--- config.mk ---
export PLATFORM = sky130hd
export DESIGN_NAME = vectored_interrupt_controller
export DESIGN_NICKNAME = d
export VERILOG_FILES = /design/src/rtl/vectored_interrupt_controller.sv
export SDC_FILE = /design/constraint.sdc
export NUM_CORES = 1
export LEC_CHECK = 0
export BUFFER_PORTS_ARGS = -buffer_cell sky130_fd_sc_hd__buf_2
export CAP_MARGIN = 20
export CELL_PAD_IN_SITES_DETAIL_PLACEMENT = 1
export CELL_PAD_IN_SITES_GLOBAL_PLACEMENT = 2
export CORE_ASPECT_RATIO = 0.7
export CORE_MARGIN = 2
export CORE_UTILIZATION = 25
export CTS_BUF_LIST = sky130_fd_sc_hd__clkbuf_8
export DETAILED_ROUTE_END_ITERATION = 6
export HOLD_SLACK_MARGIN = 0.15
export MAX_ROUTING_LAYER = met4
export PLACE_DENSITY_LB_ADDON = 0.1
export SLEW_MARGIN = 20
export SYNTH_ARGS = -nofsm -noshare
export SYNTH_HDL_FRONTEND = slang
export SYNTH_SLANG_ARGS = --single-unit
--- constraint.sdc ---
create_clock -name clk -period 5.4 [get_ports clk]
set_clock_uncertainty 0.15 [all_clocks]
set_input_delay 0.81 -clock clk [delete_from_list [all_inputs] [get_ports clk]]
set_output_delay 0.81 -clock clk [all_outputs]
set_load 0.05 [all_outputs]
--- src/rtl/vectored_interrupt_controller.sv ---
// Purpose : fixed-priority interrupt controller that redirects CPU fetch to an ISR
//           vector, saves the interrupted PC and restores it on return (mret).
// Latency : request sampled on edge N -> vector on pc_next_final during cycle N+1;
//           saved PC on pc_next_final one cycle after mret is sampled in IN_ISR.
// Backpressure: none; no nesting, so requests are ignored while an ISR runs.
//
// Ports:
//   clk            system clock, rising edge
//   reset          asynchronous active-low reset
//   irq_in         level-sensitive interrupt requests (NUM_IRQ)
//   irq_enable     per-line mask, 1 = enabled (NUM_IRQ)
//   global_ie      global interrupt enable
//   pc_next        next PC from normal fetch logic (PC_WIDTH)
//   mret           one-cycle return-from-ISR pulse
//   pc_next_final  PC loaded into the PC register (PC_WIDTH)
//   epc_out        saved return PC (registered)
//   cause_out      index of the serviced interrupt (registered, ID_W)
//   irq_ack        one-hot acknowledge, high only during ENTRY
//   in_isr         high in IN_ISR and RETURN
//
// Build option: define IRQ_VECTORED_EN for per-line vectors
// (ISR_BASE + cause*VECTOR_STRIDE); undefined = direct mode, every line jumps
// to ISR_BASE and software decodes cause_out.

module vectored_interrupt_controller #(
    parameter int          NUM_IRQ       = 8,
    parameter int          PC_WIDTH      = 32,
    parameter logic [31:0] ISR_BASE      = 32'h0000_0014,
    parameter int          VECTOR_STRIDE = 4,
    localparam int         ID_W          = $clog2(NUM_IRQ)
) (
    input  logic                clk,
    input  logic                reset,
    input  logic [NUM_IRQ-1:0]  irq_in,
    input  logic [NUM_IRQ-1:0]  irq_enable,
    input  logic                global_ie,
    input  logic [PC_WIDTH-1:0] pc_next,
    input  logic                mret,
    output logic [PC_WIDTH-1:0] pc_next_final,
    output logic [PC_WIDTH-1:0] epc_out,
    output logic [ID_W-1:0]     cause_out,
    output logic [NUM_IRQ-1:0]  irq_ack,
    output logic                in_isr
);

    // Elaboration-time parameter sanity checks.
    if (NUM_IRQ < 2 || NUM_IRQ > 32) begin : g_bad_num_irq
        $error("NUM_IRQ must be in 2..32");
    end
    if (VECTOR_STRIDE < 1) begin : g_bad_stride
        $error("VECTOR_STRIDE must be positive");
    end

    localparam logic [PC_WIDTH-1:0] BASE_PC = PC_WIDTH'(ISR_BASE);

    typedef enum logic [1:0] {
        ST_IDLE   = 2'd0,
        ST_ENTRY  = 2'd1,
        ST_IN_ISR = 2'd2,
        ST_RETURN = 2'd3
    } state_e;

    state_e              state_q;
    logic [PC_WIDTH-1:0] epc_q;
    logic [ID_W-1:0]     cause_q;

    logic [NUM_IRQ-1:0]  pending;
    logic [ID_W-1:0]     win_idx;
    logic                take_irq;
    logic [PC_WIDTH-1:0] vector_pc;

    assign pending  = irq_in & irq_enable;
    assign take_irq = global_ie && (pending != '0);

    // Lowest index wins: scan from the top so the last hit is the lowest one.
    always_comb begin
        win_idx = '0;
        for (int i = NUM_IRQ - 1; i >= 0; i--) begin
            if (pending[i]) begin
                win_idx = ID_W'(i);
            end
        end
    end

`ifdef IRQ_VECTORED_EN
    // Arithmetic at PC_WIDTH so the target wraps modulo 2^PC_WIDTH.
    assign vector_pc = BASE_PC + (PC_WIDTH'(cause_q) * PC_WIDTH'(VECTOR_STRIDE));
`else
    assign vector_pc = BASE_PC;
`endif

    // State, saved PC and cause. epc/cause change only on IDLE->ENTRY, so a
    // request dropping after capture cannot disturb the entry in flight.
    always_ff @(posedge clk or negedge reset) begin
        if (!reset) begin
            state_q <= ST_IDLE;
            epc_q   <= '0;
            cause_q <= '0;
        end else begin
            case (state_q)
                ST_IDLE: begin
                    if (take_irq) begin
                        state_q <= ST_ENTRY;
                        epc_q   <= pc_next;
                        cause_q <= win_idx;
                    end
                end
                ST_ENTRY:  state_q <= ST_IN_ISR;
                // mret has priority; new requests are simply not looked at here.
                ST_IN_ISR: if (mret) state_q <= ST_RETURN;
                ST_RETURN: state_q <= ST_IDLE;
                default:   state_q <= ST_IDLE;
            endcase
        end
    end

    // Outputs decode straight from the state register.
    always_comb begin
        pc_next_final = pc_next;
        irq_ack       = '0;
        in_isr        = 1'b0;
        case (state_q)
            ST_ENTRY: begin
                pc_next_final = vector_pc;
                irq_ack       = NUM_IRQ'(1) << cause_q;
            end
            ST_IN_ISR: in_isr = 1'b1;
            ST_RETURN: begin
                pc_next_final = epc_q;
                in_isr        = 1'b1;
            end
            default: ;
        endcase
    end

    assign epc_out   = epc_q;
    assign cause_out = cause_q;

endmodule

# ---- Word-level counts from Yosys, hierarchy flattened
# Index checks and enable logic that the tools add are counted.
# Widths: inputs -> output; s select.
dict set report word_totals {
  rom_bits 0
  out_inout_bits 76
  n_memories 0
  mem_bits_rw 0
  regBits 37
  latchBits 0
  wordCells 30
}
dict set report op_classes {
  div_mod_pow 0
  addsub 0
  bitwise 1
  n_eq_ne 5
  mul 0
  muxes 14
  n_reduce_logical 6
  order_cmp 0
  shift 1
}
# operator count
set ops {}
lappend ops {{$pmux 32 s2} 1}
lappend ops {{$mux 3} 8}
lappend ops {{$and 8x8->8} 1}
lappend ops {{$mux 8} 1}
lappend ops {{$pmux 2 s4} 1}
lappend ops {{$reduce_bool 8->1} 1}
lappend ops {{$shl 1x3->8 const A} 1}
lappend ops {{$eq 2x2->1 const B} 2}
lappend ops {{$mux 2} 2}
lappend ops {{$ne 2x2->1 const B} 2}
lappend ops {{$reduce_and 2->1} 2}
lappend ops {{$eq 2x1->1 const B} 1}
lappend ops {{$logic_not 2->1} 1}
lappend ops {{$reduce_or 2->1} 1}
lappend ops {{$logic_and 1x1->1} 1}
lappend ops {{$mux 1} 1}

# ---- Depth between registers and ports, before layout
dict set report depth {
  ltp_word 9
  ltp_mapped 7
  depth_no_buf 6
}

# ---- Worst setup path after synthesis
# No wires, ideal clock.
dict set report synth_path {
  kind {register to output}
  start {register state_q[0]}
  end {output port pc_next_final[0]}
  t_required_ps 4440
  path_slack_ps 2319
  path_buffers 2
  stages_incl_launch_ff 5
  arrival_time_ps 2121
  cell_sequence {dfrtp_1 > ha_1 > clkbuf_1 > buf_1 > o21ai_0}
}
dict set report synth_via {
  elab_chain_len 2
}
# element line
set synth_rtl {}
lappend synth_rtl {{start: declaration} 63} ;# state_e state_q;
lappend synth_rtl {{start signal: assignment} 96} ;# state_q <= ST_IDLE;
lappend synth_rtl {{start signal: assignment} 103} ;# state_q <= ST_ENTRY;
lappend synth_rtl {{start signal: assignment} 108} ;# ST_ENTRY: state_q <= ST_IN_ISR;
lappend synth_rtl {{$eq 2x2->1 or $eq 2x1->1 (tied branches)} 122} ;# case (state_q)
lappend synth_rtl {{$pmux 32 s2 (*)} 122}
lappend synth_rtl {{end: declaration} 39} ;# output logic [PC_WIDTH-1:0] pc_next_final,
# Every way passes the cells marked *; elsewhere a longest branch is shown, timed or not.

# ---- Worst setup path after layout
dict set report layout_path {
  start {register state_q[1]}
  end {output port pc_next_final[15]}
}
# Same word-level chain as after synthesis.

==> summary.txt <==
Place
  – PortBufs: around 130
  – Hpwl dp: 4.665 mm
  – RePlAce Congestion: 0.7420

Layout
  – Share of layout cells above drive strength 1: approximately three fifths
  – Final #Nets: 357
  – Most common cell after layout, fill and taps aside: buf_2
  – Sequential cell area: a little over 900 um2
  – Area Overhead vs Synth: 39.48%
  – ANT cells: 0
  – Fill count: 968
  – Multi-input gate area: 0.001126 mm2
  – Most frequent cells in the layout: 127 x buf_2, 37 x dfrtp_1, 28 x a22o_1, 25 x mux2_4, 11 x nand2_1

Logic synthesis
  – Syn. warnings: 0
  – Synth top area cells: dfrtp_1 43%, mux2_4 18%, a22o_1 12%, mux2_2 3.7%, ha_1 2.9%
  – Cell taking the most area after synthesis: dfrtp_1
  – Post-Syn Nets: 230
  – Unique masters post-synth: 30
  – Synth Cell Area: approximately 0.0021 mm2
  – Seq/Total Area, Yosys: roughly 43%
  – Seq cells post-synth: 37
  – Avg Cell Area, Syn: 12.31 um2
  – Post-synth top area share: 43.48%
  – Synth Instances: about 170

Detailed routing
  – WL met1: 3.198 mm
  – Met2 WL post-DR: 2.612 mm
  – Avg Vias per Cell: between 4 and 5
  – Residual DRC: 0
  – Iter 0 DRT Violations: 53
  – Top Metal Used: met4
  – Final ANT Viol Nets: 0
  – Routed WL: 6.273 mm
  – WL/cell: around 15 um
  – DR pass1 iterations: 3
  – Routed met3 length: around 400 um
  – Vias: between 1500 and 2000

Clock network
  – Post-CTS Resized: 0
  – Clk root buf: clkbuf_8
  – Reg clk slew, reported paths: about 70 ps
  – Sink Count: 37
  – Clock buffer depth: 2
  – Worst-skew pair later-pin latency: between 200 and 300 ps
  – Cts hold-fix bufs: 0
  – H-tree Lvls: 2
  – TritonCTS buffer count: 5
  – Total setup buffers inserted after CTS: 0
  – CTS tree: yes

Timing
  – Slew HR: a little over two fifths
  – Setup Viol. Count Final: 0
  – TNS Setup: 0 ps
  – Number of max-slew violations in the final report: 0
  – RSZ-0062 raised after global routing: no
  – Final min period: around 3100 ps
  – Least-Margin Pin Slew: approximately 870 ps
  – Final period utilization: ~58%
  – Fmax: approximately 320 MHz
  – Final Hold Fails: 0

Global routing
  – Vias in the first global route: roughly 1900
  – Largest net degree at the start of global routing: 39
  – Initial antenna violation count: 0
  – Gr ovfl total: 0
  – Global-route wire length before repair: between 9 and 10 mm
  – Total GRT Usage: ~14%

Floorplanning
  – Die area: 0.009284 mm2
  – Total core area: approximately 0.0084 mm2
  – Initial core utilization: 25.43%
  – Std-Cell Rows: 28
  – Die Span X: between 100 and 150 um
  – Chip Height: 81.22 um
  – IO Count: between 100 and 150

Worst setup path
  – Crit Path Class: reg2out
  – Worst path cell trace: inv_1 -> ha_1 -> nor2_4 -> a22o_1 -> buf_2
  – WP data arrival: about 2200 ps
  – Setup crit end kind: output port
  – CP delay by family, top: simple AND/OR/NAND/NOR gates
  – CP Max Fanout: 27
  – Slowest CP cell: nor2_4
  – CP Launch Type: register
  – Worst path max stage delay: 580 ps
  – CP Data Required Time: about 4400 ps
  – Crit path buf inv count: 2

Worst hold path
  – Hold Crit Class: reg2reg

Flow run
  – Max-cap check violation count: 0

Run status
  – Outcome: completed
-- cells in the mapped netlist --
| library cell | number |
|---|---|
| nor2_1 | 11 |
| nand3_1 | 2 |
| ha_1 | 5 |
| a41oi_1 | 2 |
| o21ai_1 | 1 |
| a22oi_4 | 1 |
| mux2_2 | 7 |
| o21ai_0 | 4 |
| clkbuf_1 | 3 |
| a2bb2oi_1 | 1 |
| buf_6 | 3 |
| mux2_1 | 1 |
| inv_1 | 6 |
| a32o_1 | 1 |
| a21oi_1 | 1 |
| nand4_1 | 2 |
| nor3_1 | 2 |
| buf_1 | 2 |
| a211o_1 | 2 |
| a22oi_2 | 3 |
| mux2_4 | 25 |
| a22o_1 | 28 |
| nand2_1 | 11 |
| dfrtp_1 | 37 |
| or2_2 | 1 |
| nand2b_1 | 5 |
| nor2b_1 | 2 |
| o32a_1 | 1 |
| buf_2 | 2 |
| a41oi_4 | 1 |
-- flip-flops by register name (all words and copies together), names as in the netlist --
signal / flops
state_q: 2
epc_out: 32
cause_out: 3
-- worst paths after layout --
kind | from | endpoint | slack (ps) | depth (start not counted)
max | state_q[1] | pc_next_final[15] | 2270 | 5
min | epc_out[28] | epc_out[28] | 390 | 1
max reg2reg | state_q[0] | epc_out[8] | 2930 | 7
min reg2reg | epc_out[28] | epc_out[28] | 390 | 1
max in group asynchronous | reset | epc_out[11] | 4070 | 1
min in group asynchronous | reset | epc_out[0] | 480 | 1
-- per-layer routing --
| metal | track usage [%] | up-vias |
|---|---|---|
| met5 | - | - |
| met4 | 4.024 | 0 |
| met3 | 3.358 | 7 |
| met2 | 19.82 | 72 |
| met1 | 19.42 | 869 |
| li1 | - | 900 |
-- final cells by class --
cell class | instances | share of cell area, %
Clock buffer | 6 | 2.780
Clock inverter | 1 | 0.1264
Inverter | 6 | 0.7582
Multi-Input combinational cell | 120 | 37.91
Sequential cell | 37 | 31.17
Tap cell | 105 | 4.423
Timing Repair Buffer | 130 | 22.83
-- kinds of logic after synthesis --
kind of cell / share of synthesized area [%]
AOI/OAI and AO/OA: 19.98
adders and majority gates: 2.938
buffers and inverters: 3.995
DFF: 43.48
muxes: 21.86
and+or+nand+nor: 7.756
-- metrics by stage --
| step | hold slack, ps | utilization (%) | std cells | cell area (um2) | setup WS (ps) |
|---|---|---|---|---|---|
| after global routing | 412.5 | 35.48 | 405 | 2970 | 2093 |
| after global placement | 368.2 | 34.06 | 397 | 2851 | 2189 |
| after detailed placement | 369.8 | 34.12 | 397 | 2856 | 2300 |
| final | 386.7 | 35.48 | 405 | 2970 | 2275 |
| after floorplan | 361.6 | - | 173 | 2130 | 2319 |
| after CTS | 394.9 | 35.15 | 404 | 2943 | 2221 |
Power is left out: the tool's default activity adds up to more than one toggle a clock period on the data nets, which glitch-free logic cannot reach.
